[src/rtl/fwd_hazard_unit_pkg.sv]
// Shared encodings for the EX operand-mux selects and the in-flight destination records.
// The datapath mux instantiations reuse the FWD_* codes so both sides agree on the encoding.
package fwd_hazard_unit_pkg;

  localparam logic [1:0] FWD_RF    = 2'b00;
  localparam logic [1:0] FWD_EXMEM = 2'b01;
  localparam logic [1:0] FWD_MEMWB = 2'b10;
  localparam logic [1:0] FWD_WB1   = 2'b11;

  localparam int RA_W_DEFAULT = 5;
  localparam int REC_VALID_W  = 1;
  localparam int REC_MR_W     = 1;
  localparam int NUM_STAGES   = 4;
  localparam int NUM_SRCS     = 2;

  typedef enum logic [1:0] {
    STG_EX  = 2'd0,
    STG_MEM = 2'd1,
    STG_WB  = 2'd2,
    STG_WB1 = 2'd3
  } stage_e;

  // A record matches a source only when it is live and the register is not $0.
  function automatic logic src_hits(input logic use_src, input logic valid,
                                    input logic rd_nonzero, input logic rd_equal);
    return use_src & valid & rd_nonzero & rd_equal;
  endfunction

endpackage

[src/rtl/fwd_hazard_unit_sel_resolve.sv]
// Resolves one source register against the EX, MEM and WB records, youngest producer first.
// Combinational; the top registers the result into EX alongside the instruction.
module fwd_sel_resolve
  import fwd_hazard_unit_pkg::*;
#(
  parameter int RA_W       = RA_W_DEFAULT,
  parameter bit WB1_BYPASS = 1'b1
) (
  input  logic [RA_W-1:0] src_i,
  input  logic            use_src_i,
  input  logic            ex_valid_i,
  input  logic [RA_W-1:0] ex_rd_i,
  input  logic            ex_mem_read_i,
  input  logic            mem_valid_i,
  input  logic [RA_W-1:0] mem_rd_i,
  input  logic            wb_valid_i,
  input  logic [RA_W-1:0] wb_rd_i,
  output logic [1:0]      sel_o,
  output logic            load_hit_o
);

  logic ex_m, mem_m, wb_m;

  assign ex_m  = src_hits(use_src_i, ex_valid_i,  |ex_rd_i,  ex_rd_i  == src_i);
  assign mem_m = src_hits(use_src_i, mem_valid_i, |mem_rd_i, mem_rd_i == src_i);
  assign wb_m  = src_hits(use_src_i, wb_valid_i,  |wb_rd_i,  wb_rd_i  == src_i);

  // A load in EX shadows older producers: the instruction bubbles and re-resolves later.
  always_comb begin
    sel_o      = FWD_RF;
    load_hit_o = 1'b0;
    if (ex_m) begin
      if (ex_mem_read_i) load_hit_o = 1'b1;
      else               sel_o      = FWD_EXMEM;
    end else if (mem_m) begin
      sel_o = FWD_MEMWB;
    end else if (wb_m && WB1_BYPASS) begin
      sel_o = FWD_WB1;
    end
  end

endmodule

[src/rtl/fwd_hazard_unit.sv]
// Forwarding-select and load-use stall unit beside the ID/EX register.
// Tracks destination records through EX, MEM, WB and the post-WB slot.
module fwd_hazard_unit
  import fwd_hazard_unit_pkg::*;
#(
  parameter int RA_W       = RA_W_DEFAULT,
  parameter bit WB1_BYPASS = 1'b1
) (
  input  logic            Clk,
  input  logic            Reset,
  input  logic [RA_W-1:0] id_rs,
  input  logic [RA_W-1:0] id_rt,
  input  logic            id_use_rs,
  input  logic            id_use_rt,
  input  logic [RA_W-1:0] id_rd,
  input  logic            id_reg_write,
  input  logic            id_mem_read,
  input  logic            id_flush,
  input  logic            hold,
  output logic            stall,
  output logic [1:0]      fwd_a_sel,
  output logic [1:0]      fwd_b_sel
);

  logic [NUM_STAGES-1:0]            valid_q, valid_d;
  logic [NUM_STAGES-1:0][RA_W-1:0]  rd_q, rd_d;
  logic [NUM_STAGES-1:0]            mr_q, mr_d;
  logic [1:0]                       sel_a_q, sel_a_d;
  logic [1:0]                       sel_b_q, sel_b_d;

  logic [NUM_SRCS-1:0][RA_W-1:0]    src;
  logic [NUM_SRCS-1:0]              use_src;
  logic [NUM_SRCS-1:0][1:0]         sel_c;
  logic [NUM_SRCS-1:0]              load_hit;
  logic                             bubble;

  assign src     = {id_rt, id_rs};
  assign use_src = {id_use_rt, id_use_rs};

  for (genvar gi = 0; gi < NUM_SRCS; gi++) begin : g_src
    fwd_sel_resolve #(
      .RA_W       (RA_W),
      .WB1_BYPASS (WB1_BYPASS)
    ) u_resolve (
      .src_i         (src[gi]),
      .use_src_i     (use_src[gi]),
      .ex_valid_i    (valid_q[STG_EX]),
      .ex_rd_i       (rd_q[STG_EX]),
      .ex_mem_read_i (mr_q[STG_EX]),
      .mem_valid_i   (valid_q[STG_MEM]),
      .mem_rd_i      (rd_q[STG_MEM]),
      .wb_valid_i    (valid_q[STG_WB]),
      .wb_rd_i       (rd_q[STG_WB]),
      .sel_o         (sel_c[gi]),
      .load_hit_o    (load_hit[gi])
    );
  end

  assign stall  = (|load_hit) & ~id_flush & ~hold;
  assign bubble = stall | id_flush;

  always_comb begin
    valid_d = valid_q;
    rd_d    = rd_q;
    mr_d    = mr_q;
    sel_a_d = sel_a_q;
    sel_b_d = sel_b_q;
    if (!hold) begin
      // Without the post-WB bypass the last slot is never populated.
      valid_d[STG_WB1] = WB1_BYPASS ? valid_q[STG_WB] : 1'b0;
      rd_d[STG_WB1]    = rd_q[STG_WB];
      mr_d[STG_WB1]    = mr_q[STG_WB];
      valid_d[STG_WB]  = valid_q[STG_MEM];
      rd_d[STG_WB]     = rd_q[STG_MEM];
      mr_d[STG_WB]     = mr_q[STG_MEM];
      valid_d[STG_MEM] = valid_q[STG_EX];
      rd_d[STG_MEM]    = rd_q[STG_EX];
      mr_d[STG_MEM]    = mr_q[STG_EX];
      valid_d[STG_EX]  = id_reg_write & ~bubble;
      rd_d[STG_EX]     = id_rd;
      mr_d[STG_EX]     = id_mem_read & ~bubble;
      sel_a_d          = bubble ? FWD_RF : sel_c[0];
      sel_b_d          = bubble ? FWD_RF : sel_c[1];
    end
  end

  always_ff @(posedge Clk or posedge Reset) begin
    if (Reset) begin
      valid_q <= '0;
      rd_q    <= '0;
      mr_q    <= '0;
      sel_a_q <= FWD_RF;
      sel_b_q <= FWD_RF;
    end else begin
      valid_q <= valid_d;
      rd_q    <= rd_d;
      mr_q    <= mr_d;
      sel_a_q <= sel_a_d;
      sel_b_q <= sel_b_d;
    end
  end

  assign fwd_a_sel = sel_a_q;
  assign fwd_b_sel = sel_b_q;

endmodule

[config.mk]
export PLATFORM = sky130hd
export DESIGN_NAME = fwd_hazard_unit
export DESIGN_NICKNAME = d
export VERILOG_FILES = /design/src/rtl/fwd_hazard_unit_pkg.sv /design/src/rtl/fwd_hazard_unit_sel_resolve.sv /design/src/rtl/fwd_hazard_unit.sv
export SDC_FILE = /design/constraint.sdc
export NUM_CORES = 1
export LEC_CHECK = 0
export ABC_AREA = 1
export CAP_MARGIN = 20
export CELL_PAD_IN_SITES_DETAIL_PLACEMENT = 0
export CELL_PAD_IN_SITES_GLOBAL_PLACEMENT = 2
export CORE_ASPECT_RATIO = 0.5
export CORE_UTILIZATION = 27
export CTS_CLUSTER_DIAMETER = 200
export DETAILED_ROUTE_END_ITERATION = 16
export GPL_ROUTABILITY_DRIVEN = 0
export PLACE_DENSITY = 0.84
export RECOVER_POWER = 100
export SLEW_MARGIN = 0
export SYNTH_ARGS = -nofsm -noshare
export SYNTH_HDL_FRONTEND = slang
export SYNTH_SLANG_ARGS = --single-unit
[constraint.sdc]
create_clock -name Clk -period 1.7 [get_ports Clk]
set_input_delay 0.255 -clock Clk [delete_from_list [all_inputs] [get_ports Clk]]
set_output_delay 0.255 -clock Clk [all_outputs]
set_load 0.05 [all_outputs]
==> impl_metrics.ini, run 1 <==
[outcome]
status = complete, but fails checks
failed_checks = DRC, setup timing

[setup_path]
r2r_setup_slack_ns = 0.08
r2r-end = fwd_b_sel[0]$_DFFE_PP0N_
cp.required_ns = 1.44
start_kind = register
critPathKind = register to output port
reg2reg_from = rd_q[0]$_DFFE_PP0N_
path_max_fanout = 4
r2r_cells = 11
arrival_ns = 1.55
crit_path_end_kind = output port

[finish]
areaGrowthSynthToFinish_pct = 46.6
nNetsFinal = 347
layoutNonFillerInstCount = 396
fillers = 620
diodes = 0
utilization_pct = 41.5
layout-drive-gt1-share_pct = 21.7

[global_route]
antenna_found_initial = 0
grt_pass1_wl_mm = 7.94
grtUsageTotal_pct = 17.5
gr-total-overflow = 0
first_global_vias = 1671
grt_max_degree = 41

[place]
place_hpwl_mm = 3.76
place_inst = 379
io_buffers = 27

[timing]
finalCriticalPeriod_ns = 1.80
finalMaxSlewViolations = 0
max_freq_ghz = 0.554
rsz0062_at_grt = yes
slew_headroom_pct = 54.5
clock_skew_ns = 0.00221
setup_viol = 1
tightestPinTransition_ns = 0.683
min_period_over_period_pct = 106
hold_viol = 0
setup_slack_ns = -0.104

[synthesis]
synth_commonest_cells = 111 x nand2_1, 37 x nor2_1, 29 x inv_1
synth_cells = 260
ys_ff_latch = 23
synth_cell_type_count = 17
netlist_top_cells_area = dfrtp_1 37%, nand2_1 27%, nor2_1 8.9%
synth_area_per_cell_um2 = 6.00
synthesis.area_um2 = 1560
async_flop_share_pct = 100
synth_top_area_share_pct = 36.9
synthFlopType = dfrtp_1
synth_edf_count = 0
yosys_warnings = 0
yosysMostFrequentCell = nand2_1
yosysSeqAreaShare_pct = 36.9
synth.largest_area_cell = dfrtp_1
syn_nets = 283

[pwr]
static-leakage-power_nw = 1.22
powerDensity_nw_per_um2 = 713
max-vdd-ir-drop_mv = 0.375

[route]
totalWireLength_mm = 4.78
dr_total_vias = 1759
ant_nets = 0
drc = 2
top_layer = met4
wl_per_cell_um = 12.1
dr_wl_met2_mm = 1.93
via_per_inst = 4.44
wl_met3_um = 208
wl_met1_mm = 2.58
drtPass1Iterations = 12
drt_iter0_markers = 76

[clock_tree]
cts.path.max_buffers = 2
path_clk_slew_ns = 0.06
clock-sinks = 23
ctsHoldBuffers = 0
cts_tree = done
clock-root-buffer = clkbuf_16
cts_made_buffers = 3
insertion_delay_ns = 0.26
htreeDepth = 1

[hold_path]
worstHoldPathType = register to register
worstHoldStart = fwd_b_sel[0]$_DFFE_PP0N_
holdPathEnd = fwd_b_sel[0]$_DFFE_PP0N_
hold_depth = 2

[floorplan]
num_rows = 19
core_um2 = 5520
dieArea_um2 = 6110
start_util_pct = 28.3
die_h_um = 55.8
ios = 28
chipWidth_um = 110

[flow_run]
drv_cap = 0
state kept, by name, summed over array words and instances (netlist names):
signal / cells
fwd_a_sel: 2
fwd_b_sel: 2
mr_q: 1
rd_q: 15
valid_q: 3
cell families after synthesis:
family                 Yosys count  share of synthesized area (%)
buffers and inverters           39                           9.38
AND/OR/NAND/NOR                166                           42.5
AO/OA/AOI/OAI                   30                           10.1
XOR/XNOR                         2                           1.12
flip-flops                      23                           36.9
critical path, stage by stage, from the launching register on:
cell and delay [ns]:
dfrtp_1 0.42, inv_2 0.08, a21oi_2 0.16, nand2_2 0.08, nor2_4 0.09, nand3_2 0.09, a21boi_2 0.20, buf_12 0.16
cell type report:
class | count | area (µm²) | share of cell area [%]
clock buffer | 3 | 75.1 | 3.28
clock inverter | 1 | 5.00 | 0.219
inverter | 35 | 131 | 5.74
multi-input combinational | 198 | 901 | 39.4
sequential | 23 | 578 | 25.3
tap | 73 | 91.3 | 3.99
timing repair buffer | 63 | 505 | 22.1
power by group:
| group | internal (mW) | leakage, nW | total (mW) | switching [mW] |
|---|---|---|---|---|
| clock network | 0.317 | 0.0409 | 0.527 | 0.210 |
| registers | 0.598 | 0.279 | 0.663 | 0.0652 |
| logic | 0.193 | 0.900 | 0.440 | 0.247 |
| total | 1.11 | 1.22 | 1.63 | 0.523 |
cell usage in the layout (no fill, tap or decap):
cell type / Yosys / layout
a21boi_2: 0 / 1
a21oi_1: 8 / 7
a21oi_2: 0 / 1
buf_12: 0 / 1
buf_4: 0 / 34
clkbuf_1: 4 / 4
clkbuf_16: 0 / 3
clkbuf_2: 0 / 2
clkdlybuf4s50_1: 0 / 8
clkinv_2: 0 / 1
dfrtp_1: 23 / 21
dfrtp_2: 0 / 2
dlygate4sd2_1: 0 / 12
dlygate4sd3_1: 0 / 2
inv_1: 29 / 26
inv_2: 5 / 9
nand2_1: 111 / 106
nand2_2: 0 / 5
nand3_1: 10 / 8
nand3_2: 2 / 4
nand4_1: 4 / 4
nor2_1: 37 / 34
nor2_2: 2 / 3
nor2_4: 0 / 2
o21ai_0: 16 / 16
o21ai_1: 3 / 3
o21bai_1: 2 / 2
xnor2_2: 0 / 2
worst max-delay path by stage:
stage | slack (ns) | startpoint | end
6_report | -0.10 | rd_q[3]$_DFFE_PP0N_ | stall
4_1_cts | -0.10 | rd_q[4]$_DFFE_PP0N_ | stall
3_5_place_dp | -0.29 | id_rs[0] | stall
2_1_floorplan | 0.07 | rd_q[4]$_DFFE_PP0N_ | stall
3_3_place_gp | -0.26 | id_rs[0] | stall
5_1_grt | -0.18 | rd_q[0]$_DFFE_PP0N_ | stall
what timing repair did:
item / in CTS / in global routing
pin swaps: 9 / 8
gates cloned: 0 / 0
gates resized for setup: 25 / 8
endpoints found under the setup margin: 1 / 3
buffers inserted: 10 / 3
stage by stage:
step | hold slack [ns] | setup WS (ns) | power, mW | instance area (µm²) | TNS, ns
after floorplan | 0.257 | 0.0698 | 0.883 | 1560 | 0
after global placement | 0.465 | -0.260 | 1.08 | 2080 | -0.680
after detailed placement | 0.469 | -0.286 | 1.08 | 2080 | -0.823
after CTS | 0.351 | -0.105 | 1.63 | 2260 | -0.105
after global routing | 0.537 | -0.178 | 1.74 | 2290 | -0.440
final | 0.476 | -0.104 | 1.63 | 2290 | -0.104
layer usage:
layer  up-vias  track usage (%)
met5         -                0
met4         0             5.14
met3         5             3.16
met2        32             25.7
met1       795             26.0
li1        927                -
No activity file was read; power rests on OpenSTA's default activity.
==> run 2: changes to the inputs <==
--- a/config.mk
+++ b/config.mk
@@ -10,11 +10,12 @@
 export CELL_PAD_IN_SITES_DETAIL_PLACEMENT = 0
 export CELL_PAD_IN_SITES_GLOBAL_PLACEMENT = 2
 export CORE_ASPECT_RATIO = 0.5
-export CORE_UTILIZATION = 27
+export CORE_UTILIZATION = 29
+export CTS_BUF_LIST = sky130_fd_sc_hd__clkbuf_16
 export CTS_CLUSTER_DIAMETER = 200
 export DETAILED_ROUTE_END_ITERATION = 16
 export GPL_ROUTABILITY_DRIVEN = 0
-export PLACE_DENSITY = 0.84
+export PLACE_DENSITY = 0.89
 export RECOVER_POWER = 100
 export SLEW_MARGIN = 0
 export SYNTH_ARGS = -nofsm -noshare
==> constraint.sdc (replaced) <==
create_clock -name Clk -period 2.1 [get_ports Clk]
set_input_delay 0.315 -clock Clk [delete_from_list [all_inputs] [get_ports Clk]]
set_output_delay 0.315 -clock Clk [all_outputs]
set_load 0.05 [all_outputs]
==> run 2 against run 1 <==
Against the previous run:
- the run now ends clean
- clock power is 20% lower
- sequential power down 20%
- die area is 6.7% lower
- register-to-register slack better by 0.38 ns
- worst hold slack better by 0.0061 ns
==> impl_metrics.ini, run 2 (same netlist as run 1, synthesis figures left out) <==
[setup_path]
path_max_fanout = 5
critPathKind = input port to output port
cp_cell_sequence = clkdlybuf4s50_1 > inv_2 > nand2_1 > nand2_1 > inv_1 > nand2_1 > nor2_2 > nand3_2 > a21boi_2 > buf_12
critPathSlowestCell = clkdlybuf4s50_1
path_common_cell = nand2_1
arrival_ns = 1.65
cp.required_ns = 1.78
start_kind = input port
crit_path_end_kind = output port
slowest_delay_ns = 0.49

[floorplan]
core_um2 = 5040
dieArea_um2 = 5700
ios = 28
start_util_pct = 30.9
die_h_um = 53.9
chipWidth_um = 106
num_rows = 18

[pwr]
static-leakage-power_nw = 1.17
max-vdd-ir-drop_mv = 0.269
finalPower_mw = 1.27
powerDensity_nw_per_um2 = 594

[route]
dr_total_vias = 1648
via_per_inst = 4.43
wl_per_cell_um = 12.0
drtPass1Iterations = 4
drt_iter0_markers = 78
drc = 0
ant_nets = 0
totalWireLength_mm = 4.45

[timing]
setup_slack_ns = 0.131
finalMaxSlewViolations = 0
max_freq_ghz = 0.508
rsz0062_at_grt = no
tns_ns = 0
setup_viol = 0
min_period_over_period_pct = 93.8
whs_ns = 0.482
hold_viol = 0
clock_skew_ns = 0.00391
tightestPinTransition_ns = 1.30
finalCriticalPeriod_ns = 1.97
slew_headroom_pct = 13.4

[place]
pre_cts_slack_ns = -0.0750
io_buffers = 27
dpl_cell_area_um2 = 2010
place_hpwl_mm = 3.56
place_inst = 366

[finish]
areaGrowthSynthToFinish_pct = 36.7
nNetsFinal = 326
utilization_pct = 42.3
reg_top3 = rd_q (15), valid_q (3)
layoutNonFillerInstCount = 372
top_register = rd_q
largest_reg_flops = 15
final_cell_area_um2 = 2130
fillers = 543
multi_input_area_um2 = 855
mostFrequentLayoutCells = 111 x nand2_1, 35 x nor2_1, 28 x inv_1
diodes = 0
layout-drive-gt1-share_pct = 10.9
final_common_cell = nand2_1
seqCellArea_um2 = 576

[clock_tree]
cts_tree = done
insertion_delay_ns = 0.26
clock-sinks = 23
htreeDepth = 1
cts_made_buffers = 3
path_clk_slew_ns = 0.06
clock-root-buffer = clkbuf_16
cts.path.max_buffers = 2

[global_route]
antenna_found_initial = 0
gr-total-overflow = 0
grt_max_degree = 41
grt_pass1_wl_mm = 7.20
first_global_vias = 1450
grtUsageTotal_pct = 17.2

[hold_path]
worstHoldPathType = register to register

[flow_run]
drv_cap = 0

[outcome]
status = completed
==> run 2: cell types whose count changed in the layout (fill, tap and decap cells not counted), moves of 3 or more <==
cell | before | now
inv_2 | 9 | 6
clkdlybuf4s50_1 | 8 | 13
nand2_2 | 5 | 0
dlygate4sd3_1 | 2 | 6
dlygate4sd2_1 | 12 | 0
dlymetal6s2s_1 | 0 | 7
nand2_1 | 106 | 111
buf_4 | 34 | 13
clkbuf_1 | 4 | 1
==> run 2: cell type report <==
cell class	count	area share, %
multi-input cells	198	40.1
clock buffers	3	3.52
clock inverters	1	0.235
repair buffers	42	18.9
well taps	70	4.11
flip-flops and latches	23	27.0
inverters	35	6.16
==> run 2: final timing paths <==
check,start,endpoint,slack [ns],cells after the start
worst max-delay path,id_rt[3],stall,0.13,10
worst min-delay path,fwd_b_sel[0]$_DFFE_PP0N_,fwd_b_sel[0]$_DFFE_PP0N_,0.48,2
worst max register to register,rd_q[2]$_DFFE_PP0N_,fwd_b_sel[0]$_DFFE_PP0N_,0.46,11
worst min register to register,fwd_b_sel[0]$_DFFE_PP0N_,fwd_b_sel[0]$_DFFE_PP0N_,0.48,2
max in group asynchronous,Reset,rd_q[14]$_DFFE_PP0N_,0.41,3
min in group asynchronous,Reset,valid_q[2]$_DFFE_PP0N_,0.91,3
==> run 2: power by group <==
part / leakage (nW) / switching (mW) / internal, mW / total (mW)
clock: 0.0409 / 0.164 / 0.256 / 0.421
combinational: 0.851 / 0.186 / 0.128 / 0.314
sequential: 0.281 / 0.0499 / 0.483 / 0.533
==> run 2: repair_timing <==
action,4_1_cts,5_1_grt
pin swaps,0,3
hold endpoints to repair,0,0
hold buffers,0,0
buffers inserted,0,2
setup endpoints to repair,1,1
resized for setup,2,12
==> run 2: worst max-delay path, delay by kind of cell <==
kind,cells,cell delay (ns)
buffers and inverters,4,0.77
and+or+nand+nor,5,0.36
AOI/OAI and AO/OA,1,0.20
==> run 2: metal layers <==
layer / up-vias / track usage (%) / share of wire (%)
met5: - / 0 / 0
met4: 0 / 2.78 / 0
met3: 0 / 3.39 / 4.7
met2: 27 / 25.5 / 41
met1: 735 / 25.9 / 54
li1: 886 / - / -
